## src/rtl/mem_port_arbiter.sv

```systemverilog
// Shares one memory port between the fetch and data requesters, one transaction at a time, with a watchdog abort.
// Define ARB_ROUND_ROBIN_EN to alternate the winner of simultaneous requests instead of favouring data.
module mem_port_arbiter #(
  parameter int XLEN    = 32,
  parameter int TIMEOUT = 255,
  parameter int CNT_W   = 8
) (
  input  logic            i_clk,
  input  logic            i_rst,
  input  logic            i_if_req,
  input  logic [XLEN-1:0] i_if_addr,
  output logic [XLEN-1:0] o_if_rdata,
  output logic            o_if_ready,
  input  logic            i_dm_ren,
  input  logic            i_dm_wen,
  input  logic [XLEN-1:0] i_dm_addr,
  input  logic [XLEN-1:0] i_dm_wdata,
  input  logic [2:0]      i_dm_f3,
  output logic [XLEN-1:0] o_dm_rdata,
  output logic            o_dm_ready,
  output logic            o_err,
  output logic            o_mem_req,
  output logic            o_mem_wen,
  output logic [XLEN-1:0] o_mem_addr,
  output logic [XLEN-1:0] o_mem_wdata,
  output logic [2:0]      o_mem_f3,
  input  logic            i_mem_ready,
  input  logic [XLEN-1:0] i_mem_rdata
);

  localparam logic [CNT_W-1:0] TO_CNT = CNT_W'(TIMEOUT);
  localparam logic [2:0]       F3_WORD = 3'b010;

  // IDLE: arbitrate | BUSY: drive shared port | RESP: owner ready pulse
  typedef enum logic [1:0] {IDLE, BUSY, RESP} state_t;

  state_t            state_q;
  logic              owner_dm_q;
  logic              mem_req_q;
  logic              wen_q;
  logic [XLEN-1:0]   addr_q;
  logic [XLEN-1:0]   wdata_q;
  logic [2:0]        f3_q;
  logic [CNT_W-1:0]  cnt_q;
  logic              err_q;
  logic [XLEN-1:0]   if_rdata_q;
  logic [XLEN-1:0]   dm_rdata_q;
  logic              if_ready_q;
  logic              dm_ready_q;
`ifdef ARB_ROUND_ROBIN_EN
  logic              last_dm_q;
`endif

  logic              dm_req;
  logic              grant_dm_d;
  logic [CNT_W-1:0]  cnt_d;

  always_comb begin
    dm_req = i_dm_ren | i_dm_wen;
`ifdef ARB_ROUND_ROBIN_EN
    grant_dm_d = (dm_req && i_if_req) ? ~last_dm_q : dm_req;
`else
    grant_dm_d = dm_req;
`endif
    cnt_d = (cnt_q == '1) ? cnt_q : cnt_q + 1'b1;
  end

  always_ff @(posedge i_clk or posedge i_rst) begin
    if (i_rst) begin
      state_q    <= IDLE;
      owner_dm_q <= 1'b0;
      mem_req_q  <= 1'b0;
      wen_q      <= 1'b0;
      addr_q     <= '0;
      wdata_q    <= '0;
      f3_q       <= '0;
      cnt_q      <= '0;
      err_q      <= 1'b0;
      if_rdata_q <= '0;
      dm_rdata_q <= '0;
      if_ready_q <= 1'b0;
      dm_ready_q <= 1'b0;
`ifdef ARB_ROUND_ROBIN_EN
      last_dm_q  <= 1'b1;
`endif
    end else begin
      if_ready_q <= 1'b0;
      dm_ready_q <= 1'b0;
      case (state_q)
        IDLE: begin
          if (dm_req || i_if_req) begin
            owner_dm_q <= grant_dm_d;
            addr_q     <= grant_dm_d ? i_dm_addr : i_if_addr;
            wdata_q    <= grant_dm_d ? i_dm_wdata : '0;
            f3_q       <= grant_dm_d ? i_dm_f3 : F3_WORD;
            wen_q      <= grant_dm_d & i_dm_wen;
            cnt_q      <= '0;
            err_q      <= 1'b0;
            mem_req_q  <= 1'b1;
            state_q    <= BUSY;
          end
        end
        BUSY: begin
          if (i_mem_ready) begin
            if (owner_dm_q) dm_rdata_q <= i_mem_rdata;
            else            if_rdata_q <= i_mem_rdata;
            dm_ready_q <= owner_dm_q;
            if_ready_q <= ~owner_dm_q;
            mem_req_q  <= 1'b0;
            wen_q      <= 1'b0;
            state_q    <= RESP;
          end else begin
            cnt_q <= cnt_d;
            // Abort on the cycle the count reaches TIMEOUT; the memory's late ready is then ignored.
            if (cnt_d == TO_CNT) begin
              if (owner_dm_q) dm_rdata_q <= '0;
              else            if_rdata_q <= '0;
              dm_ready_q <= owner_dm_q;
              if_ready_q <= ~owner_dm_q;
              err_q      <= 1'b1;
              mem_req_q  <= 1'b0;
              wen_q      <= 1'b0;
              state_q    <= RESP;
            end
          end
        end
        RESP: begin
          err_q   <= 1'b0;
`ifdef ARB_ROUND_ROBIN_EN
          last_dm_q <= owner_dm_q;
`endif
          state_q <= IDLE;
        end
        default: state_q <= IDLE;
      endcase
    end
  end

  assign o_if_rdata  = if_rdata_q;
  assign o_if_ready  = if_ready_q;
  assign o_dm_rdata  = dm_rdata_q;
  assign o_dm_ready  = dm_ready_q;
  assign o_err       = err_q;
  assign o_mem_req   = mem_req_q;
  assign o_mem_wen   = wen_q;
  assign o_mem_addr  = addr_q;
  assign o_mem_wdata = wdata_q;
  assign o_mem_f3    = f3_q;

endmodule

```

## config.mk

```make
export PLATFORM = sky130hd
export DESIGN_NAME = mem_port_arbiter
export DESIGN_NICKNAME = d
export VERILOG_FILES = /design/src/rtl/mem_port_arbiter.sv
export SDC_FILE = /design/constraint.sdc
export NUM_CORES = 1
export LEC_CHECK = 0
export ABC_AREA = 1
export ABC_CLOCK_PERIOD_IN_PS = 14100
export CORE_ASPECT_RATIO = 1.4
export CORE_MARGIN = 2
export CORE_UTILIZATION = 35
export DETAILED_ROUTE_END_ITERATION = 7
export GPL_TIMING_DRIVEN = 1
export PLACE_DENSITY = 0.7
export SYNTH_ARGS = -nofsm -noshare
export SYNTH_HDL_FRONTEND = slang
export SYNTH_SLANG_ARGS = --single-unit
```

## constraint.sdc

```tcl
create_clock -name i_clk -period 14.1 [get_ports i_clk]
set_input_delay 2.82 -clock i_clk [delete_from_list [all_inputs] [get_ports i_clk]]
set_output_delay 2.82 -clock i_clk [all_outputs]
set_load 0.02 [all_outputs]
```

==> impl_metrics.toml <==
[status]
run_status = "complete, no violations"

[clock_network]
post_cts_hold_buffer_count = 0
clock_latency_ps = 410
clk_path_buf_depth = 2
cts_tree = "built"
root_buffer = "clkbuf_16"
htreeDepth = 4
cts_num_sinks = 147
clk_pin_slew_ps = 60
cts_buffers = 17
ctsResizeCount = 0
postCtsSetupBuffers = 0

[synthesis]
seq_area_frac_synth_pct = 59.1
ys_top_cells_by_area = "dfrtp_1 (59%), nand2_1 (13%), nand4_1 (6.6%)"
avgSynthCellArea_um2 = 9.44
yosys_most_used_dff = "dfrtp_1"
yosysTopAreaCell = "dfrtp_1"
ys_warn_count = 0
synth_top_family_by_area = "simple AND/OR/NAND/NOR gates"
synth.top_cells.by_count = "nand2_1 (219), dfrtp_1 (147), nand4_1 (66), nor2_1 (40), a22o_1 (34)"
synth_adder_area_share_pct = 0.201
synth_edf_count = 0
synthArstFlopShare_pct = 100
post-synth-top-count-cell = "nand2_1"
synth_area_mm2 = 0.00622
ys_ff_latch = 147
synth-xor-area-share_pct = 0.281
ys_types = 29
muxShareOfSynthArea_pct = 0
synth_compound_area_share_pct = 8.93
synth_cells = 659
yosys.area.top_type_share_pct = 59.1
syn-num-nets = 797
synthSimpleGateAreaFrac_pct = 26.3

[place]
io_buffers = 272
dp_slack_ps = 7850
place.gp.congestion = 0.839
dpl.cell_count = 1125
hpwl_mm = 12.9

[routing]
route.detailed.drc = 0
firstDrtPassIters = 4
vias = 5640
drtIter0Drc = 417
antenna_left = 0
wire_per_inst_um = 16.1
drt_wl_total_mm = 18.6
vias_per_cell = 4.88

[critical_path]
cpMostUsedCell = "inv_2"
path_buf_inv = 4
crit_path_top_delay_cell = "inv_2"
worstPathCellList = "clkdlybuf4s50_1, nor2_2, buf_4, inv_2, or2_2, nand2_2, inv_2, o22a_1"
worstSetupEndpointType = "flip-flop"
critPathMaxFanout = 67
cp_data_required_time_ps = 14400
critPathMaxStageDelay_ps = 620
critPathTopFamily = "buffers and inverters"
reg2reg_slack_ps = 11710
startpoint_type = "input port"
cp.arrival_ps = 6070
crit_type = "input port to flip-flop"

[finish]
diodes = 0
fill_cells = 1623
fin_util_pct = 55.2
seqCellArea_mm2 = 0.00368
num-nets-final = 1046
multi_input_area_mm2 = 0.00223
area_delta_synth_final_pct = 54.4
instances_no_fill = 1156
drive_above_1_share_pct = 6.63

[global_routing]
overflow = 0
grt_max_degree = 96
grt_first_pass_wirelength_mm = 29.3
grtUsageTotal_pct = 19.9
first_global_vias = 5574
antenna_found_initial = 0

[power]
p_total_mw = 2.19
ir_drop_v = 0.0000961
power.density_mw_per_mm2 = 228
power_leakage_nw = 4.36

[timing]
finClkSkew_ps = 8.03
rsz0062_at_grt = "no"
maxSlewViolCount = 0
slew_headroom_pct = 33.9
fin_crit_sh_pct = 41.0
tightest_slew_ps = 989
min_period_ps = 5780
postLayoutSetupSlackWorst_ps = 8320
hold_viol_final = 0
setup_violations = 0
tns_ps = 0
fmax_ghz = 0.173

[flow_run]
maxCapViolCount = 0

[floorplan]
core-area_mm2 = 0.0174
boundaryPins = 273
dieArea_mm2 = 0.0189
die_w_um = 117
die_y_um = 162
start_util_pct = 35.8
num_rows = 57

[min_path]
min_path_type = "flip-flop to flip-flop"
sequential cells by signal (all words and copies together), names as in the netlist, 2 cells and up:
signal       cells
o_dm_rdata      32
state_q          2
cnt_q            8
o_mem_addr      32
o_mem_f3         3
o_if_rdata      32
o_mem_wdata     32
worst paths after layout:
check                                     from        endpoint  depth (start not counted)
worst max-delay path                  i_dm_wen     o_mem_f3[1]                          8
worst min-delay path            o_dm_rdata[22]  o_dm_rdata[22]                          2
worst max register to register      state_q[1]  o_mem_addr[31]                          5
worst min register to register  o_dm_rdata[22]  o_dm_rdata[22]                          2
max in group asynchronous                i_rst  o_if_rdata[14]                          3
min in group asynchronous                i_rst   o_dm_rdata[8]                          2
metrics by stage:
step	area (um2)	hold WS, ps
after floorplan	6220	525
after global placement	9060	453
after detailed placement	9060	457
after CTS	9610	472
after global routing	9610	480
final	9610	465
final cells by class:
class / instances / share of cell area (%)
multi-input combinational: 443 / 23.2
timing repair buffer: 279 / 28.8
sequential: 147 / 38.3
inverter: 20 / 0.833
clock buffer: 18 / 4.46
clock inverter: 13 / 1.31
tap: 236 / 3.07
layer usage:
layer,GRT usage (%),share of wire (%),vias to the layer above
li1,-,-,2745
met5,0,0,-
met1,22.8,38,2673
met2,34.9,53,199
met4,6.04,1.9,0
met3,6.57,7.1,23
worst register-to-register path, cell delays in order (launching register included):
cell	delay, ps
dfrtp_1	430
nor2_1	130
nand2_2	470
inv_2	960
nor2_1	120
a31oi_1	190
report_power, final:
group | switching, mW | internal (mW)
clock | 0.180 | 0.245
combinational | 0.583 | 0.461
sequential | 0.110 | 0.608
total | 0.873 | 1.31
cells in the final DEF (no fill, tap or decap), drive strengths merged, types with 3 or more instances in the layout:
cell type,n
nor2,42
inv,23
nand4,66
a31oi,32
clkinv,6
a22o,34
buf,8
clkbuf,18
nand3,23
o21ai,7
clkdlybuf4s50,271
clkinvlp,3
dfrtp,147
nand2,231
cells by family (layout without fill, tap and decap cells):
family          count (synthesis)  after routing
xor+xnor                        2              2
simple gates                  364            364
flops                         147            147
fa+ha+maj                       1              1
compound gates                 76             76
buf+inv                        69            330
Note: power is estimated with default switching activity, not from simulation.
